### src/rtl/cfar_param_detector.sv
`default_nettype none
// ============================================================================
//  Module   : cfar_param_detector
//  Purpose  : Sliding-window CFAR detector (CA / SOCA / GOCA) with framed input.
//             Optional macro CFAR_LOCAL_MAX_EN adds a CUT local-maximum gate.
//  Revision : 1.0 - initial release
// ============================================================================
module cfar_param_detector #(
    parameter int INPUT_WIDTH = 16,
    parameter int INDEX_WIDTH = 10,
    parameter int NUM_TRAIN   = 4,
    parameter int NUM_GUARD   = 2,
    parameter int ALPHA_WIDTH = 8,
    parameter int ALPHA_FRAC  = 4
) (
    input  logic                   clk,
    input  logic                   reset,
    input  logic                   input_valid,
    input  logic [INPUT_WIDTH-1:0] power_in,
    input  logic [INDEX_WIDTH-1:0] index_in,
    input  logic                   eop_in,
    input  logic [1:0]             mode,
    input  logic [ALPHA_WIDTH-1:0] alpha,
    output logic                   max_valid,
    output logic [INDEX_WIDTH-1:0] index_out,
    output logic [INPUT_WIDTH-1:0] power_out,
    output logic                   frame_done
);

    localparam int W       = 2*NUM_TRAIN + 2*NUM_GUARD + 1;
    localparam int CUT     = NUM_TRAIN + NUM_GUARD;
    localparam int SUM_W   = INPUT_WIDTH + $clog2(NUM_TRAIN) + 1;
    localparam int NOISE_W = SUM_W + 1;
    localparam int CNT_W   = $clog2(W + 1);
    localparam int PROD_W  = INPUT_WIDTH + $clog2(NUM_TRAIN) + ALPHA_WIDTH + ALPHA_FRAC + 4;

    typedef enum logic [1:0] {ST_IDLE = 2'd0, ST_FILL = 2'd1, ST_RUN = 2'd2} state_t;

    state_t                 state_q, state_d;
    logic [INPUT_WIDTH-1:0] win_q [W];
    logic [INPUT_WIDTH-1:0] win_d [W];
    logic [INDEX_WIDTH-1:0] idx_q [W];
    logic [INDEX_WIDTH-1:0] idx_d [W];
    logic [SUM_W-1:0]       lead_q, lead_d, lag_q, lag_d;
    logic [CNT_W-1:0]       cnt_q, cnt_d;
    logic [1:0]             mode_q, mode_d;
    logic [ALPHA_WIDTH-1:0] alpha_q, alpha_d;
    logic                   chk_q, chk_d, eop_q, eop_d;
    logic                   max_valid_q, max_valid_d, frame_done_q, frame_done_d;
    logic [INDEX_WIDTH-1:0] index_out_q, index_out_d;
    logic [INPUT_WIDTH-1:0] power_out_q, power_out_d;

    logic                   w_first, w_full;
    logic [NOISE_W-1:0]     w_noise;
    logic [PROD_W-1:0]      w_lhs, w_rhs;
    logic                   w_local_max, w_det;

    assign w_first = (state_q == ST_IDLE);

    // Window slot 0 holds the newest sample; the first sample of a frame
    // shifts into an all-zero window so no cells leak across frames.
    always_comb begin
        state_d = state_q;
        win_d   = win_q;
        idx_d   = idx_q;
        lead_d  = lead_q;
        lag_d   = lag_q;
        cnt_d   = cnt_q;
        mode_d  = mode_q;
        alpha_d = alpha_q;
        chk_d   = 1'b0;
        eop_d   = 1'b0;
        w_full  = 1'b0;
        if (input_valid) begin
            win_d[0] = power_in;
            idx_d[0] = index_in;
            for (int i = 1; i < W; i++) begin
                win_d[i] = w_first ? '0 : win_q[i-1];
                idx_d[i] = w_first ? '0 : idx_q[i-1];
            end
            if (w_first) begin
                lead_d  = SUM_W'(power_in);
                lag_d   = '0;
                cnt_d   = CNT_W'(1);
                mode_d  = mode;
                alpha_d = alpha;
            end else begin
                lead_d = lead_q + SUM_W'(power_in) - SUM_W'(win_q[NUM_TRAIN-1]);
                lag_d  = lag_q + SUM_W'(win_q[CUT+NUM_GUARD]) - SUM_W'(win_q[W-1]);
                if (cnt_q != CNT_W'(W)) cnt_d = cnt_q + CNT_W'(1);
            end
            w_full = (cnt_d == CNT_W'(W));
            chk_d  = w_full;
            eop_d  = eop_in;
            if (eop_in)      state_d = ST_IDLE;
            else if (w_full) state_d = ST_RUN;
            else             state_d = ST_FILL;
        end
    end

    always_comb begin
        w_noise = NOISE_W'(lead_q) + NOISE_W'(lag_q);
        case (mode_q)
            2'b01:   w_noise = (lead_q < lag_q) ? {lead_q, 1'b0} : {lag_q, 1'b0};
            2'b10:   w_noise = (lead_q > lag_q) ? {lead_q, 1'b0} : {lag_q, 1'b0};
            default: w_noise = NOISE_W'(lead_q) + NOISE_W'(lag_q);
        endcase
    end

    assign w_lhs = (PROD_W'(win_q[CUT]) * PROD_W'(2*NUM_TRAIN)) << ALPHA_FRAC;
    assign w_rhs = PROD_W'(w_noise) * PROD_W'(alpha_q);

`ifdef CFAR_LOCAL_MAX_EN
    assign w_local_max = (win_q[CUT] >= win_q[CUT-1]) && (win_q[CUT] >= win_q[CUT+1]);
`else
    assign w_local_max = 1'b1;
`endif

    assign w_det        = chk_q && w_local_max && (w_lhs > w_rhs);
    assign max_valid_d  = w_det;
    assign index_out_d  = w_det ? idx_q[CUT] : index_out_q;
    assign power_out_d  = w_det ? win_q[CUT] : power_out_q;
    assign frame_done_d = eop_q;

    always_ff @(posedge clk) begin
        if (reset) begin
            state_q      <= ST_IDLE;
            for (int i = 0; i < W; i++) begin
                win_q[i] <= '0;
                idx_q[i] <= '0;
            end
            lead_q       <= '0;
            lag_q        <= '0;
            cnt_q        <= '0;
            mode_q       <= '0;
            alpha_q      <= '0;
            chk_q        <= 1'b0;
            eop_q        <= 1'b0;
            max_valid_q  <= 1'b0;
            index_out_q  <= '0;
            power_out_q  <= '0;
            frame_done_q <= 1'b0;
        end else begin
            state_q      <= state_d;
            win_q        <= win_d;
            idx_q        <= idx_d;
            lead_q       <= lead_d;
            lag_q        <= lag_d;
            cnt_q        <= cnt_d;
            mode_q       <= mode_d;
            alpha_q      <= alpha_d;
            chk_q        <= chk_d;
            eop_q        <= eop_d;
            max_valid_q  <= max_valid_d;
            index_out_q  <= index_out_d;
            power_out_q  <= power_out_d;
            frame_done_q <= frame_done_d;
        end
    end

    assign max_valid  = max_valid_q;
    assign index_out  = index_out_q;
    assign power_out  = power_out_q;
    assign frame_done = frame_done_q;

endmodule
`default_nettype wire
### config.mk
export PLATFORM = sky130hd
export DESIGN_NAME = cfar_param_detector
export DESIGN_NICKNAME = d
export VERILOG_FILES = /design/src/rtl/cfar_param_detector.sv
export SDC_FILE = /design/constraint.sdc
export NUM_CORES = 1
export LEC_CHECK = 0
export ABC_AREA = 1
export CAP_MARGIN = 25
export CORE_MARGIN = 3
export CORE_UTILIZATION = 30
export CTS_BUF_LIST = sky130_fd_sc_hd__clkbuf_8
export DETAILED_ROUTE_END_ITERATION = 12
export GPL_ROUTABILITY_DRIVEN = 0
export PLACE_DENSITY_LB_ADDON = 0.2
export SLEW_MARGIN = 20
export SYNTH_ARGS = -nofsm -noshare
export SYNTH_HDL_FRONTEND = slang
export SYNTH_SLANG_ARGS = --single-unit
### constraint.sdc
create_clock -name clk -period 9.2 [get_ports clk]
set_input_delay 2.76 -clock clk [delete_from_list [all_inputs] [get_ports clk]]
set_output_delay 2.76 -clock clk [all_outputs]
set_load 0.02 [all_outputs]
==> reports/metrics.cfg <==
[outcome]
outcome = complete, no violations

[clock_tree]
cts_root_buf = clkbuf_8
htree_levels = 3
cts_tree = done
cts_inserted_buffers = 67
worst_setup_hold_path_clk_slew_ps = 60
cts_num_sinks = 362
clock_tree.buffer_depth = 3
worst_skew_pair.late_latency_ps = 630

[global_routing]
grt_start_max_net_pins = 216
global_route.usage.met3_pct = 2.29
wire_length_of_the_first_global_routing_pass_um = 111000
grt_util_all_layers_pct = 17.0
overflow = 0
grt_use_met2_pct = 26.6
grt_most_used_layer = met2
grt_pass1_vias = 19909
met1_usage_pct = 24.3
antenna_found_initial = 1

[floorplanning]
placement_rows = 101
placeableCoreArea_um2 = 76700
fp.dieArea_um2 = 81600
dieHeight_um = 286
fp.dieW_um = 286
start_util_pct = 30.6
io_pins = 68

[logic_synthesis]
synth.top_cell.area_share_pct = 30.9
number_of_enable_type_register_cells_in_the_synthesized_netlist = 0
seq_area_frac_synth_pct = 30.9
netlist_instances = 3261
postSynthNetCount = 3586
yosys.area.top_type = dfxtp_1
asyncSetResetFlopFracSynth_pct = 0
postSynthRegisterBits = 362
ys.flop_type = dfxtp_1
post_synth_main_area_contributors = dfxtp_1 31%, nand2_1 13%, fa_1 12%, a21oi_1 9.0%, ha_1 7.7%
post_synth_num_cell_types = 53
synth-warning-count = 0
synth.avg_cell_area_um2 = 7.20
synth.cell_area_um2 = 23500

[detailed_routing]
post-route-drc-count = 0
drt_pass1_iterations = 5
final_antenna_net_count = 0
viasPerCell = 4.69
routed_wl_um = 69500
detailedRoute.firstIterationViolations = 1502
wl_cell_um = 16.0
vias = 20394

[sta]
totalNegativeSetupSlack_ps = 0
maximum_clock_skew_at_final_layout_ps = 33.8
rsz_0062_raised_after_global_routing = false
fmax_ghz = 0.118
finalCriticalPeriod_ps = 8460
worstMarginPinSlew_ps = 1010
min_period_over_period_pct = 92.0
finalHoldWorstSlack_ps = 407
finalSetupViolCount = 0
slew_headroom_pct = 32.4
timing_max_transition_violations_final = 0
finalHoldViolCount = 0

[critical_path]
timing.critical_path.mode_cell = nand2_1
critical_path.slowest_cell = fa_1
crit_path_start_kind = register
worstSetupPathType = reg2reg
cpPeakStageDelay_ps = 600
cp_data_arrival_time_ps = 9030
worstPathRequired_ps = 9760
crit_path_max_fanout = 28
critPathCaptureType = register

[pwr]
total_leakage_power_nw = 11.3
max-vdd-ir-drop_uv = 95.4
pwr_density_cell_nw_per_um2 = 169

[cells_and_area]
syn_to_final_growth_pct = 12.5
multi_input_area_um2 = 13900
final_layout_size_suffix_gt1_share_pct = 5.79
final.fill_count = 8398
register_area_um2 = 7250
nets = 3604

[worst_hold_path]
timing.hold.worst.class = reg2reg

[flow_run]
timing.max_cap.violations = 0

[placed_design]
io_buffer_count = 67
hpwl_um = 51000

-- power breakdown --
part | internal (mW) | switching, mW
sequential | 1.59 | 0.0224
clock | 0.832 | 0.698
combinational | 0.432 | 0.902
total | 2.85 | 1.62
-- path summary, 6_finish.rpt --
kind	endpoint	startpoint	slack, ps	cells past startpoint
worst max-delay path	index_out[6]$_SDFFE_PP0P_	lag_q[3]$_SDFFE_PP0P_	740	45
worst min-delay path	frame_done$_SDFF_PP0_	eop_q$_SDFF_PP0_	410	2
worst min register to register	frame_done$_SDFF_PP0_	eop_q$_SDFF_PP0_	410	2
worst max register to register	index_out[6]$_SDFFE_PP0P_	lag_q[3]$_SDFFE_PP0P_	740	45
-- timing repair --
action                                  in CTS  in global routing
gates resized for setup                      0                  1
setup buffers                                0                  0
endpoints found under the setup margin       0                 26
hold buffers                                 0                  0
-- cell usage in the layout, fill, tap and decap left out, drive strengths merged, types with 3 or more instances in the layout --
cell type / instances
a211oi: 9
a21o: 5
a21oi: 424
a31oi: 7
and2: 3
and3: 3
buf: 28
clkbuf: 83
clkdlybuf4s50: 65
clkinv: 10
dfxtp: 362
fa: 141
ha: 144
inv: 490
nand2: 864
nand3: 114
nand4: 44
nor2: 271
nor3: 18
nor4: 4
o211a: 3
o211ai: 38
o21ai: 105
o21bai: 9
o221ai: 6
o22ai: 3
o31ai: 7
or2: 6
xnor2: 13
xor2: 23
-- state kept, by name, indices dropped and copies added (netlist names), 4 cells and up --
name       flops
power_out     16
win_q        208
lead_q        19
idx_q         70
cnt_q          4
lag_q         19
alpha_q        8
index_out     10
-- worst max-delay path: cells and delay by family, from the launching register on --
| family | cells | cell delay (ps) |
|---|---|---|
| and+or+nand+nor | 21 | 2500 |
| buffers and inverters | 9 | 690 |
| adders and majority gates | 7 | 3200 |
| AOI/OAI and AO/OA | 6 | 1270 |
| xor gates and xnor gates | 2 | 360 |
| DFF | 1 | 350 |
-- layer usage --
layer | share of wire, % | wire (um)
met5 | 0 | 0
met4 | 2.4 | 1640
met2 | 44 | 30700
met1 | 49 | 34300
met3 | 4.1 | 2830
-- cell type report --
type                       count  area share [%]
multi-input combinational   2275            52.5
sequential                   362            27.4
inverter                     479            6.84
tap                         1030            4.88
clock buffer                  82            4.27
timing repair buffer          94            3.47
clock inverter                24           0.621
antenna                        1         0.00947
-- logic make-up after synthesis --
logic type | after synthesis | share of synthesized area [%]
AO/OA/AOI/OAI | 624 | 14.4
AND/OR/NAND/NOR | 1329 | 23.5
flip-flops | 362 | 30.9
buffers and inverters | 625 | 10.2
XOR/XNOR | 36 | 1.34
adder cells (fa/ha/maj) | 285 | 19.7
-- cells in the mapped netlist, drive strengths merged (3+ instances only) --
| cell | number |
|---|---|
| or2 | 6 |
| xor2 | 23 |
| clkbuf | 122 |
| inv | 473 |
| nand3 | 113 |
| and3 | 3 |
| ha | 144 |
| a211oi | 9 |
| o211ai | 38 |
| a21oi | 424 |
| buf | 24 |
| nand2 | 864 |
| o21ai | 105 |
| clkinv | 6 |
| o31ai | 7 |
| nor2 | 271 |
| o22ai | 3 |
| nor3 | 18 |
| o221ai | 6 |
| fa | 141 |
| o21bai | 9 |
| dfxtp | 362 |
| a31oi | 7 |
| nor4 | 4 |
| and2 | 3 |
| o211a | 3 |
| a21o | 5 |
| xnor2 | 13 |
| nand4 | 44 |
-- stage by stage --
stage	power, mW	util, %	instance area [um^2]	cells	worst slack, ps
floorplan	2.58	-	23500	3261	2140
global placement	2.99	32.7	25100	4238	660
detailed placement	2.98	32.7	25100	4238	627
CTS	4.54	34.4	26400	4344	592
global route	4.78	34.4	26400	4347	1.55
finish	4.48	34.4	26400	4347	737
(Power assumes the default switching activity.)
